==> config.mk <==
export PLATFORM = sky130hd
export DESIGN_NAME = booth_seq_multiplier
export DESIGN_NICKNAME = d
export VERILOG_FILES = /design/src/rtl/booth_pkg.sv /design/src/rtl/booth_step.sv /design/src/rtl/booth_seq_multiplier.sv
export SDC_FILE = /design/constraint.sdc
export NUM_CORES = 1
export LEC_CHECK = 0
export BUFFER_PORTS_ARGS = -buffer_cell sky130_fd_sc_hd__buf_2
export CORE_MARGIN = 5
export CORE_UTILIZATION = 51
export DETAILED_ROUTE_END_ITERATION = 8
export PLACE_DENSITY_LB_ADDON = 0.1
export SLEW_MARGIN = 40
export SYNTH_ARGS = -nofsm -noshare
export SYNTH_HDL_FRONTEND = slang
export SYNTH_SLANG_ARGS = --single-unit
==> constraint.sdc <==
create_clock -name clk -period 2.4 [get_ports clk]
set_input_delay 0.48 -clock clk [delete_from_list [all_inputs] [get_ports clk]]
set_output_delay 0.48 -clock clk [all_outputs]
set_load 0.005 [all_outputs]
==> src/rtl/booth_pkg.sv <==
// Shared types and the Booth recoding helper for the sequential Booth multiplier.
package booth_pkg;

    typedef enum logic [1:0] {IDLE, ITER, DONE} state_t;

    typedef enum logic [1:0] {NOP, ADD, SUB} booth_op_t;

    // Radix-2 Booth recoding of the current multiplier bit pair {Q[0], q_m1}.
    function automatic booth_op_t booth_decode(input logic [1:0] bits);
        booth_op_t op;
        case (bits)
            2'b01:   op = ADD;
            2'b10:   op = SUB;
            default: op = NOP;
        endcase
        return op;
    endfunction

endpackage

==> src/rtl/booth_step.sv <==
// One combinational radix-2 Booth step: conditional add/subtract of M into A, then an
// arithmetic right shift of {A, Q, q_m1}.
module booth_step
    import booth_pkg::*;
#(
    parameter int unsigned W = 9
) (
    input  logic [W-1:0] a,
    input  logic [W-1:0] q,
    input  logic         q_m1,
    input  logic [W-1:0] m,
    output logic [W-1:0] a_next,
    output logic [W-1:0] q_next,
    output logic         q_m1_next
);

    logic [W-1:0] sum;

    always_comb begin
        sum = a;
        case (booth_decode({q[0], q_m1}))
            ADD:     sum = a + m;
            SUB:     sum = a - m;
            default: sum = a;
        endcase
        a_next    = {sum[W-1], sum[W-1:1]};
        q_next    = {sum[0], q[W-1:1]};
        q_m1_next = q[0];
    end

endmodule

==> src/rtl/booth_seq_multiplier.sv <==
// Sequential radix-2 Booth multiplier: N+1 steps per operation, signed or unsigned operands,
// start/busy/done handshake and a registered 2N-bit product.
module booth_seq_multiplier
    import booth_pkg::*;
#(
    parameter int unsigned N = 8
) (
    input  logic           clk,
    input  logic           rst,
    input  logic           start,
    input  logic           signed_mode,
    input  logic [N-1:0]   multiplicand,
    input  logic [N-1:0]   multiplier,
    output logic           busy,
    output logic           done,
    output logic [2*N-1:0] product
);

    localparam int unsigned W  = N + 1;
    localparam int unsigned CW = $clog2(W + 1);

    state_t           state_q, state_d;
    logic [W-1:0]     m_q, m_d;
    logic [W-1:0]     a_q, a_d;
    logic [W-1:0]     q_q, q_d;
    logic             qm1_q, qm1_d;
    logic [CW-1:0]    cnt_q, cnt_d;
    logic [2*N-1:0]   product_q, product_d;

    logic [W-1:0]     a_step;
    logic [W-1:0]     q_step;
    logic             qm1_step;

    booth_step #(
        .W (W)
    ) u_step (
        .a         (a_q),
        .q         (q_q),
        .q_m1      (qm1_q),
        .m         (m_q),
        .a_next    (a_step),
        .q_next    (q_step),
        .q_m1_next (qm1_step)
    );

    always_comb begin
        state_d   = state_q;
        m_d       = m_q;
        a_d       = a_q;
        q_d       = q_q;
        qm1_d     = qm1_q;
        cnt_d     = cnt_q;
        product_d = product_q;
        busy      = (state_q != IDLE);
        done      = (state_q == DONE);
        case (state_q)
            IDLE: begin
                if (start) begin
                    // One extra bit keeps unsigned operands positive and A +/- M overflow-free.
                    m_d     = {signed_mode & multiplicand[N-1], multiplicand};
                    q_d     = {signed_mode & multiplier[N-1], multiplier};
                    a_d     = '0;
                    qm1_d   = 1'b0;
                    cnt_d   = CW'(W);
                    state_d = ITER;
                end
            end
            ITER: begin
                a_d   = a_step;
                q_d   = q_step;
                qm1_d = qm1_step;
                cnt_d = cnt_q - CW'(1);
                if (cnt_q == CW'(1)) begin
                    product_d = {a_step[N-2:0], q_step};
                    state_d   = DONE;
                end
            end
            DONE: begin
                state_d = IDLE;
            end
            default: begin
                state_d = IDLE;
            end
        endcase
    end

    always_ff @(posedge clk or negedge rst) begin
        if (!rst) begin
            state_q   <= IDLE;
            m_q       <= '0;
            a_q       <= '0;
            q_q       <= '0;
            qm1_q     <= 1'b0;
            cnt_q     <= '0;
            product_q <= '0;
        end else begin
            state_q   <= state_d;
            m_q       <= m_d;
            a_q       <= a_d;
            q_q       <= q_d;
            qm1_q     <= qm1_d;
            cnt_q     <= cnt_d;
            product_q <= product_d;
        end
    end

    assign product = product_q;

endmodule

==> qor.tcl <==
set qor(run_status) {finished, final reports clean}
set qor(switching_share) 0.430
set qor(pin_count_of_the_biggest_net_entering_global_routing) 27
set qor(antenna-diode-count) 0
set qor(dp_hpwl_um) 3650
set qor(synth_edf_count) 0
set qor(r2r_start) {q_q[0]}
set qor(cp_max_fo) 6
set qor(grt_antenna_before_repair) 0
set qor(synthesis.yosys.warnings) 0
set qor(synth_simple_gate_area_share) 0.189
set qor(slew-limit-headroom) 0.561
set qor(gr-total-overflow) 0
set qor(first_global_vias) 1991
set qor(synth_top_area_frac) 0.484
set qor(tritoncts_num_sinks) 49
set qor(net-switching-power_w) 0.00240
set qor(number_of_buffers_created_by_cts) 5
set qor(post_synth.cell_area_avg_sq_um) 9.25
set qor(gpl.final_weighted_congestion) 0.812
set qor(prevailing_post_synth_register_cell) {dfrtp_1}
set qor(powerDensity_nw_per_um2) 1800
set qor(synth_nets) 307
set qor(hold_violations) 0
set qor(synth-seq-cells) 49
set qor(power.ir.vdd_worst_mv) 0.731
set qor(die_y_um) 80.5
set qor(rr_endpoint) {a_q[7]}
set qor(synthMuxAreaShare) 0.0370
set qor(synth_common_cells) {76 x nand2_1, 49 x dfrtp_1, 22 x o21ai_1, 12 x ha_1}
set qor(drv_cap) 0
set qor(route.detailed.wl_per_inst_um) 13.2
set qor(synth.distinct_cells) 41
set qor(postRouteWirelength_um) 5210
set qor(finalCritPeriodShare) 0.999
set qor(antenna_violating_nets_post_route) 0
set qor(global_route_wire_length_before_repair_um) 9340
set qor(timing.final.ws_setup_ns) 0.00181
set qor(proportion_of_register_bits_with_asynchronous_set_or_reset_after_synthesis) 1.00
set qor(ctsHtreeMaxLevel) 2
set qor(yosysMostFrequentCell) {nand2_1}
set qor(drt-vias-per-instance) 5.09
set qor(yosys.area_share.adder) 0.0672
set qor(maximum_achievable_frequency_mhz) 417
set qor(required_worst_endpoint_ns) 2.58
set qor(hp-class) {in2async}
set qor(finalWorstPathRequiredPeriod_ns) 2.40
set qor(timing_max_transition_violations_final) 0
set qor(hold_slack_ns) 0.150
set qor(clk_transition_reported_paths_ns) 0.09
set qor(start_util) 0.529
set qor(synth_largest_area_cell) {dfrtp_1}
set qor(synth_top_cells_by_area) {dfrtp_1 48%, nand2_1 11%, ha_1 5.9%}
set qor(ioPinCount) 38
set qor(netlist_instances) 274
set qor(clock_path_buffers) 2
set qor(design.die.area_sq_um) 6480
set qor(num_vias) 2015
set qor(actual_transition_at_the_worst_max_transition_pin_ns) 0.657
set qor(io_buffer_count) 37
set qor(dr.first_iter.drc_count) 70
set qor(floorplan.core_area_sq_um) 4790
set qor(post_synth_xor_area_fraction) 0.0449
set qor(ys_seq_area_frac) 0.484
set qor(reg2reg_depth) 12
set qor(p_int_w) 0.00318
set qor(grt_setup_unrepaired) {true}
set qor(grtUsageTotal) 0.186
set qor(core.rowCount) 25
set qor(post-route-drc-count) 0
set qor(place_worst_setup_slack_ns) -0.0257
set qor(timing_worst_setup_path_type) {reg2reg}
set qor(postLayoutCellArea_sq_um) 3100
set qor(power.total_w) 0.00558
set qor(drive_above_1_share) 0.258
set qor(tritoncts) {yes}
set qor(final_cell_count_no_fill) 396
set qor(clock_insertion_delay_worst_skew_ns) 0.31
set qor(drt-pass1-iter-count) 4
set qor(worst_clock_skew_ns) 0.00848
set qor(combinational_family_with_the_most_area_after_synthesis) {simple AND/OR/NAND/NOR gates}
set qor(netlist_area_sq_um) 2530
set qor(worst-r2r-setup-slack_ns) 0.002
set qor(critical_path_data_arrival_time_ns) 2.57
set qor(place.detailed.instances) 382
set qor(final_nets) 361
set qor(power.share.combinational) 0.639
set qor(layout-area-overhead-vs-synth_pct) 22.4
set qor(die_x_um) 80.5
set qor(timing.critical_path.from_type) {flop}
set qor(synth-compound-area-share) 0.140
set qor(power.share.sequential) 0.274
set qor(ctsRootBufferMaster) {clkbuf_8}
set qor(power.share.clock) 0.087
set qor(placed_cell_area_sq_um) 2890
set qor(setup.worst_path.end_class) {flop}
set qor(leakagePower_nw) 1.56
set qor(setup_violations) 0
[critical path: stages, from the launching register on]
cell and delay (ns):
dfrtp_1 0.39, ha_2 0.19, buf_6 0.13, a31oi_4 0.16, xnor2_2 0.09, ha_1 0.30
buf_4 0.11, o211ai_1 0.13, a21oi_4 0.16, o22ai_2 0.11, xnor2_2 0.14, o311ai_1 0.24
o41ai_1 0.12
[per-stage QoR]
stage	TNS, ns	utilization
2_1_floorplan	0	-
3_3_place_gp	0	0.604
3_5_place_dp	-0.0257	0.604
4_1_cts	-0.00759	0.643
5_1_grt	-0.660	0.648
6_report	0	0.648
[cells by family (layout without fill, tap and decap cells)]
logic type	Yosys count	after routing
AO/OA/AOI/OAI	56	56
XOR/XNOR	13	13
adder cells (fa/ha/maj)	13	13
buffers and inverters	22	77
flip-flops	49	49
multiplexers	9	9
AND/OR/NAND/NOR	112	112
[timing repair]
item / 4_1_cts / 5_1_grt
hold endpoints to repair: 0 / 0
buffers inserted: 5 / 1
hold buffers: 0 / 0
setup endpoints to repair: 1 / 6
gates cloned: 0 / 0
resized for setup: 11 / 3
pin swaps: 9 / 4
[flip-flops by register name, summed over array words and instances (netlist names)]
register  count
m_q           9
product      16
qm1_q         1
q_q           9
state_q       2
cnt_q         4
a_q           8
[worst max-delay path by stage]
stage	from	to	cells past startpoint
final	q_q[0]	a_q[7]	12
after global routing	qm1_q	a_q[7]	13
after CTS	q_q[0]	a_q[7]	10
after detailed placement	qm1_q	a_q[7]	11
after global placement	q_q[0]	a_q[7]	10
after floorplan	qm1_q	a_q[7]	11
[placed cells by master (no fill, tap or decap), types with 9 or more instances in the layout]
| cell type | count |
|---|---|
| buf_2 | 37 |
| buf_4 | 20 |
| dfrtp_1 | 46 |
| ha_1 | 11 |
| inv_1 | 9 |
| nand2_1 | 76 |
| nand3_1 | 10 |
| nor2_1 | 9 |
| o21ai_1 | 22 |
[metal layers]
metal | share of wire | vias to the layer above | global-route usage
li1 | - | 1040 | -
met1 | 0.51 | 930 | 0.259
met2 | 0.44 | 38 | 0.286
met3 | 0.042 | 7 | 0.0392
met4 | 0.014 | 0 | 0.0676
met5 | 0 | - | 0
[area by class of cell]
class                   instances  area (sq um)
clock buffers                   6          72.6
clock inverters                 2          15.0
fillers                       395          1690
inverters                      10          37.5
multi-input cells             203          1290
flip-flops and latches         49          1230
well taps                      67          83.8
repair buffers                 59           367
[power groups by stage]
stage | clock (W) | sequential, W | combinational, W
after detailed placement | 0 | 0.00152 | 0.00326
after global routing | 0.000541 | 0.00159 | 0.00402
final | 0.000484 | 0.00153 | 0.00357
after global placement | 0 | 0.00151 | 0.00321
after CTS | 0.000501 | 0.00152 | 0.00348
after floorplan | 0 | 0.00148 | 0.00247
No activity file was read; power rests on OpenSTA's default activity.
